--- config.mk ---
export PLATFORM = sky130hd
export DESIGN_NAME = keypad_entry_ctrl_flat
export DESIGN_NICKNAME = d
export VERILOG_FILES = /design/src/rtl/keypad_pkg.sv /design/src/rtl/keypad_entry_ctrl_if.sv /design/src/rtl/keypad_debounce.sv /design/src/rtl/keypad_entry_ctrl.sv /design/src/flat_wrapper.sv
export SDC_FILE = /design/constraint.sdc
export NUM_CORES = 1
export LEC_CHECK = 0
export CORE_MARGIN = 2
export CORE_UTILIZATION = 50
export DETAILED_ROUTE_END_ITERATION = 7
export PLACE_DENSITY = 0.66
export SYNTH_ARGS = -nofsm -noshare
export SYNTH_HDL_FRONTEND = slang
export SYNTH_SLANG_ARGS = --single-unit
--- constraint.sdc ---
create_clock -name clk -period 3.6 [get_ports clk]
set_input_delay 1.08 -clock clk [delete_from_list [all_inputs] [get_ports clk]]
set_output_delay 1.08 -clock clk [all_outputs]
set_load 0.01 [all_outputs]
--- src/rtl/keypad_pkg.sv ---
// rtl/keypad_pkg.sv - shared key codes and FSM state encoding for the keypad entry controller
package keypad_pkg;

    localparam logic [3:0] KEY_STAR = 4'd10;
    localparam logic [3:0] KEY_HASH = 4'd11;
    localparam logic [3:0] KEY_NONE = 4'd12;

    typedef enum logic [2:0] {
        IDLE  = 3'd0,
        ENTRY = 3'd1,
        CHECK = 3'd2,
        OPEN  = 3'd3,
        LOCK  = 3'd4,
        SET   = 3'd5
    } state_t;

endpackage

--- src/rtl/keypad_entry_ctrl_if.sv ---
// rtl/keypad_entry_ctrl_if.sv - key input, set request and status outputs of the entry controller
interface keypad_entry_ctrl_if;

    logic [3:0] key_inp;
    logic       set_req;
    logic       key_valid;
    logic [3:0] key_code;
    logic [2:0] digit_cnt;
    logic       unlock;
    logic       error;
    logic       locked;
    logic       set_mode;

    modport master (
        output key_inp, set_req,
        input  key_valid, key_code, digit_cnt, unlock, error, locked, set_mode
    );

    modport slave (
        input  key_inp, set_req,
        output key_valid, key_code, digit_cnt, unlock, error, locked, set_mode
    );

endinterface

--- src/rtl/keypad_debounce.sv ---
// rtl/keypad_debounce.sv - per-window key sampling and press/release debounce into single key events
module keypad_debounce
    import keypad_pkg::*;
#(
    parameter int SCAN     = 4,
    parameter int DEBOUNCE = 3
) (
    input  logic       clk,
    input  logic       rst,
    input  logic [3:0] key_inp,
    output logic       key_valid,
    output logic [3:0] key_code
);

    localparam int WW = (SCAN > 1) ? $clog2(SCAN) : 1;
    localparam int RW = $clog2(DEBOUNCE + 1);

    logic [WW-1:0] win_cnt;
    logic [3:0]    cap;
    logic          cap_vld;
    logic [3:0]    res_q;
    logic          res_stb;
    logic [3:0]    last_res;
    logic [RW-1:0] run;
    logic          released;

    logic          hit;
    logic          win_end;
    logic [3:0]    win_res;
    logic [RW-1:0] run_n;
    logic          stable;

    always_comb begin
        hit     = key_inp < KEY_NONE;
        win_end = win_cnt == WW'(SCAN - 1);
        win_res = cap_vld ? cap : (hit ? key_inp : KEY_NONE);
        if (res_q != last_res)
            run_n = RW'(1);
        else if (run == RW'(DEBOUNCE))
            run_n = run;
        else
            run_n = run + RW'(1);
        stable = res_stb && (run_n == RW'(DEBOUNCE));
    end

    // Window result is registered first, so the run update lands one cycle after the window end.
    always_ff @(posedge clk) begin
        if (rst) begin
            win_cnt   <= '0;
            cap       <= KEY_NONE;
            cap_vld   <= 1'b0;
            res_q     <= KEY_NONE;
            res_stb   <= 1'b0;
            last_res  <= KEY_NONE;
            run       <= '0;
            released  <= 1'b1;
            key_valid <= 1'b0;
            key_code  <= KEY_NONE;
        end else begin
            key_valid <= 1'b0;
            res_stb   <= win_end;
            if (win_end) begin
                win_cnt <= '0;
                cap_vld <= 1'b0;
                res_q   <= win_res;
            end else begin
                win_cnt <= win_cnt + WW'(1);
                if (!cap_vld && hit) begin
                    cap     <= key_inp;
                    cap_vld <= 1'b1;
                end
            end
            if (res_stb) begin
                last_res <= res_q;
                run      <= run_n;
                if (stable) begin
                    if (res_q == KEY_NONE) begin
                        released <= 1'b1;
                    end else if (released) begin
                        key_valid <= 1'b1;
                        key_code  <= res_q;
                        released  <= 1'b0;
                    end
                end
            end
        end
    end

endmodule

--- src/rtl/keypad_entry_ctrl.sv ---
// rtl/keypad_entry_ctrl.sv - code entry FSM with password check, lockout and password change
module keypad_entry_ctrl
    import keypad_pkg::*;
#(
    parameter int          DIGITS   = 4,
    parameter int          SCAN     = 4,
    parameter int          DEBOUNCE = 3,
    parameter int          MAX_FAIL = 3,
    parameter int          LOCK_CYC = 1000,
    parameter int          OPEN_CYC = 200,
    parameter logic [4*DIGITS-1:0] INIT_PW = 16'h1234
) (
    input logic                clk,
    input logic                rst,
    keypad_entry_ctrl_if.slave bus
);

    localparam int PW_W = 4 * DIGITS;
    localparam int DW   = $clog2(DIGITS + 1);
    localparam int FW   = $clog2(MAX_FAIL + 1);
    localparam int TMAX = (LOCK_CYC > OPEN_CYC) ? LOCK_CYC : OPEN_CYC;
    localparam int TW   = $clog2(TMAX);

    logic       kv;
    logic [3:0] kc;

    keypad_debounce #(.SCAN(SCAN), .DEBOUNCE(DEBOUNCE)) u_debounce (
        .clk       (clk),
        .rst       (rst),
        .key_inp   (bus.key_inp),
        .key_valid (kv),
        .key_code  (kc)
    );

    state_t          state, state_n;
    logic [PW_W-1:0] entry, entry_n, pw, pw_n;
    logic [DW-1:0]   dcnt, dcnt_n;
    logic [FW-1:0]   fail, fail_n;
    logic [TW-1:0]   tmr, tmr_n;
    logic            err_q, err_n;

    logic            is_digit, is_star, is_hash, full;
    logic [PW_W-1:0] entry_shift;

    always_comb begin
        is_digit    = kv && (kc <= 4'd9);
        is_star     = kv && (kc == KEY_STAR);
        is_hash     = kv && (kc == KEY_HASH);
        full        = dcnt == DW'(DIGITS);
        entry_shift = PW_W'(entry << 4) | PW_W'(kc);

        state_n = state;
        entry_n = entry;
        dcnt_n  = dcnt;
        pw_n    = pw;
        fail_n  = fail;
        tmr_n   = '0;
        err_n   = 1'b0;

        case (state)
            IDLE: begin
                if (bus.set_req) begin
                    state_n = SET;
                    entry_n = '0;
                    dcnt_n  = '0;
                end else if (is_digit) begin
                    state_n = ENTRY;
                    entry_n = PW_W'(kc);
                    dcnt_n  = DW'(1);
                end
            end
            ENTRY, SET: begin
                if (is_digit) begin
                    if (!full) begin
                        entry_n = entry_shift;
                        dcnt_n  = dcnt + DW'(1);
                    end
                end else if (is_star) begin
                    state_n = IDLE;
                    entry_n = '0;
                    dcnt_n  = '0;
                end else if (is_hash) begin
                    if (state == ENTRY) begin
                        state_n = CHECK;
                    end else begin
                        // A short entry in set mode leaves the old password in place.
                        if (full) pw_n = entry;
                        else      err_n = 1'b1;
                        state_n = IDLE;
                        entry_n = '0;
                        dcnt_n  = '0;
                    end
                end
            end
            CHECK: begin
                entry_n = '0;
                dcnt_n  = '0;
                if (full && entry == pw) begin
                    state_n = OPEN;
                    fail_n  = '0;
                end else begin
                    err_n   = 1'b1;
                    fail_n  = fail + FW'(1);
                    state_n = (fail == FW'(MAX_FAIL - 1)) ? LOCK : IDLE;
                end
            end
            OPEN: begin
                if (tmr == TW'(OPEN_CYC - 1)) state_n = IDLE;
                else                          tmr_n   = tmr + TW'(1);
            end
            LOCK: begin
                if (tmr == TW'(LOCK_CYC - 1)) begin
                    state_n = IDLE;
                    fail_n  = '0;
                end else begin
                    tmr_n = tmr + TW'(1);
                end
            end
            default: state_n = IDLE;
        endcase
    end

    always_ff @(posedge clk) begin
        if (rst) begin
            state <= IDLE;
            entry <= '0;
            dcnt  <= '0;
            pw    <= INIT_PW;
            fail  <= '0;
            tmr   <= '0;
            err_q <= 1'b0;
        end else begin
            state <= state_n;
            entry <= entry_n;
            dcnt  <= dcnt_n;
            pw    <= pw_n;
            fail  <= fail_n;
            tmr   <= tmr_n;
            err_q <= err_n;
        end
    end

    assign bus.key_valid = kv;
    assign bus.key_code  = kc;
    assign bus.digit_cnt = 3'(dcnt);
    assign bus.unlock    = state == OPEN;
    assign bus.locked    = state == LOCK;
    assign bus.set_mode  = state == SET;
    assign bus.error     = err_q;

endmodule

--- src/flat_wrapper.sv ---
// flat-port wrapper written by rule: the top's interface ports become plain ports
module keypad_entry_ctrl_flat import keypad_pkg::*;
#(
    parameter int          DIGITS   = 4,
    parameter int          SCAN     = 4,
    parameter int          DEBOUNCE = 3,
    parameter int          MAX_FAIL = 3,
    parameter int          LOCK_CYC = 1000,
    parameter int          OPEN_CYC = 200,
    parameter logic [4*DIGITS-1:0] INIT_PW = 16'h1234
)
  (clk, rst, bus_key_inp, bus_set_req, bus_key_valid, bus_key_code, bus_digit_cnt, bus_unlock, bus_error, bus_locked, bus_set_mode);
  keypad_entry_ctrl_if bus_i ();
  input logic clk;
  input logic rst;
  input wire logic [$bits(bus_i.key_inp)-1:0] bus_key_inp;
  input wire logic [$bits(bus_i.set_req)-1:0] bus_set_req;
  output wire logic [$bits(bus_i.key_valid)-1:0] bus_key_valid;
  output wire logic [$bits(bus_i.key_code)-1:0] bus_key_code;
  output wire logic [$bits(bus_i.digit_cnt)-1:0] bus_digit_cnt;
  output wire logic [$bits(bus_i.unlock)-1:0] bus_unlock;
  output wire logic [$bits(bus_i.error)-1:0] bus_error;
  output wire logic [$bits(bus_i.locked)-1:0] bus_locked;
  output wire logic [$bits(bus_i.set_mode)-1:0] bus_set_mode;
  assign bus_i.key_inp = bus_key_inp;
  assign bus_i.set_req = bus_set_req;
  assign bus_key_valid = bus_i.key_valid;
  assign bus_key_code = bus_i.key_code;
  assign bus_digit_cnt = bus_i.digit_cnt;
  assign bus_unlock = bus_i.unlock;
  assign bus_error = bus_i.error;
  assign bus_locked = bus_i.locked;
  assign bus_set_mode = bus_i.set_mode;
  keypad_entry_ctrl #(.DIGITS(DIGITS), .SCAN(SCAN), .DEBOUNCE(DEBOUNCE), .MAX_FAIL(MAX_FAIL), .LOCK_CYC(LOCK_CYC), .OPEN_CYC(OPEN_CYC), .INIT_PW(INIT_PW)) u_core (.clk(clk), .rst(rst), .bus(bus_i));
endmodule
==> summary.txt <==
Timing
  • Final setup TNS: 0 ns
  • Final Critical Period: 2.928 ns
  • Final Setup Violations: 0
  • Final critical-path share of the clock period: 81.34%
  • Hold Vio Cnt, Final: 0
  • RSZ-0062 raised after global routing: false
  • Worst Clk Skew: 0.009324 ns
  • Pins over their slew limit: 0
  • Worst-margin pin slew: 1.003 ns
  • Max Freq: 341.5 MHz
  • Max_slew headroom: 32.95%

Clock network
  • Clk slew on worst S/H paths: 0.07 ns
  • Resize count post-CTS: 0
  • Post-CTS setup buffers: 0
  • CTS H-tree lvls: 3
  • Clock Latency Late Sink: 0.34 ns
  • CTS sink cnt: 75
  • TritonCTS clock tree: built
  • CTS buffer count: 9
  • Hold Buf Count CTS: 0
  • CTS root buf: clkbuf_8
  • Clk buf depth: 2

Synthesis
  • Commonest cells in the netlist: dfxtp_1, nand2_1, nor2_1
  • Syn_area_per_cell: 9.016 um^2
  • Synthesized cell area: 3327 um^2
  • Top cells by area, synth: dfxtp_1, mux2i_1, nand2_1, xor2_1, nor2_1
  • Top-count cell post-synth: dfxtp_1
  • Mapped Cells: 369
  • Seq/Total Area, Yosys: 45.13%
  • Top-area cell type share of the netlist area: 45.13%
  • Asr flop ratio synth: 0%
  • Yosys cell types: 52
  • Top FF cell, synth: dfxtp_1
  • Post-synth EDFFs: 0
  • YS warnings: 0
  • Synth Net Count: 381
  • Yosys top cell by area: dfxtp_1
  • Yosys reg bits: 75

Route
  • Final ANT Viol Nets: 0
  • Per-cell routed wire length: 14.23 um
  • Met2 WL: 2.854 mm
  • Drt pass-1 iters: 4
  • Vias/cell: 5.688
  • DRC errors left: 0
  • Iter 0 DRT Violations: 181
  • Routed wire length: 6.574 mm
  • Vias: 2628
  • Routed met3 length: 336 um
  • DRT met1 WL: 3.296 mm
  • Top sig layer: met4

Worst setup path
  • Worst Setup End Kind: output pin
  • Crit start category: flop
  • Worst endpoint data arrival time: 1.85 ns
  • R2r setup slk: 1.28 ns
  • Crit Path Max Fanout: 8
  • Worst-case reg-to-reg path depth: 6
  • Crit Path Class: reg2out
  • Worst EP required: 2.52 ns

Pwr
  • Tot Pwr: 1.906 mW
  • Power per cell area: 508.5 nW/um^2
  • Leakage: 1.354 nW
  • VDD IR max: 0.0002682 V

Status
  • Status: finished clean

Place
  • Placed cells: 447
  • Number of port buffers: 18
  • RePlAce Congestion: 0.7729
  • HPWL Detailed: 4.305 mm

Die
  • Chip Height: 85.57 um
  • Core Box Area: 6386 um^2
  • DIE AREA: 7322 um^2
  • Width of the die: 85.57 um
  • Row cnt: 29
  • Initial Utilization: 52.10%
  • Number of top-level pins: 19

Finish
  • Finished Layout Cells: 462
  • Fillers: 593
  • Layout cell share with drive strength beyond 1: 8.831%
  • Layout area overhead: 12.67%
  • Util after Layout: 58.70%
  • N_diodes: 0
  • Seq. cell area: 1501 um^2
  • Layout Nets: 393
  • Area of the multi-input gates: 1723 um^2

Flow run
  • Max cap viols: 0

GRT
  • GRT overflow: 0
  • Antenna violations before repair: 0
  • Vias in the first global route: 2403
  • Largest net degree at the start of global routing: 27
  • First-pass GRT wire length: 11.42 mm
  • Gr usage total: 19.47%

Min path
  • Hold crit path type: reg2reg
  • Hold Crit Depth: 1
## worst max-delay path, cell delays in order (launching register included)
cell and delay, ns:
dfxtp_1 0.48, nor3b_1 0.42, clkdlybuf4s50_1 0.62
## power by group
group	switching [mW]	leakage (nW)	total [mW]	internal, mW
combinational	0.167	0.638	0.290	0.122
sequential	0.0528	0.607	0.914	0.862
clock	0.299	0.108	0.702	0.403
total	0.519	1.35	1.91	1.39
## stage by stage
| step | hold WS (ns) | setup WS [ns] | cell area, um^2 |
|---|---|---|---|
| final | 0.4332 | 0.6719 | 3749 |
| after floorplan | 0.4043 | 1.516 | 3327 |
| after global placement | 0.4157 | 0.8078 | 3533 |
| after detailed placement | 0.4254 | 0.7767 | 3533 |
| after CTS | 0.4356 | 0.6281 | 3749 |
| after global routing | 0.4495 | 0.5114 | 3749 |
## layout by cell type (no fill, tap or decap), drive strengths merged, types with 10 or more instances in the layout
cell           count
dfxtp             75
mux2i             26
a21oi             22
clkdlybuf4s50     17
clkbuf            10
nand2             45
o21ai             11
xor2              19
nand3             23
nor2              38
## metal layers
metal  GRT usage, %  up-vias
li1               -     1321
met1          29.33     1240
met2          27.56       61
met3          3.850        6
met4          7.215        0
met5              0        -
## registers in the layout (all words and copies together), names as in the netlist, 3 cells and up
name	flops
u_core.state	3
u_core.u_debounce.res_q	4
u_core.u_debounce.last_res	4
u_core.tmr	10
u_core.pw	16
u_core.bus.digit_cnt	3
u_core.entry	16
u_core.u_debounce.key_code	4
u_core.u_debounce.cap	4
## area by class of cell
type / count / share of cell area, %
Multi-Input combinational cell: 269 / 45.96
Sequential cell: 75 / 40.05
Timing Repair Buffer: 20 / 5.073
Clock buffer: 10 / 3.672
Tap cell: 77 / 2.570
Clock inverter: 5 / 2.069
Inverter: 6 / 0.6008
## cell families (layout without fill, tap and decap cells)
group           Yosys count  after routing  synth area share, %
mux                      26             26                7.823
flops                    75             75                45.13
simple gates            151            151                22.75
xor+xnor                 28             28                7.371
compound gates           59             59                11.73
buf+inv                  25             41                3.309
fa+ha+maj                 5              5                1.880
## worst paths after layout
check | endpoint | from
worst max-delay path | bus_locked | u_core.state[2]
worst min-delay path | u_core.u_debounce.win_cnt[0] | u_core.u_debounce.win_cnt[0]
worst max register to register | u_core.pw[11] | u_core.state[0]
worst min register to register | u_core.u_debounce.win_cnt[0] | u_core.u_debounce.win_cnt[0]
(Power assumes the default switching activity.)
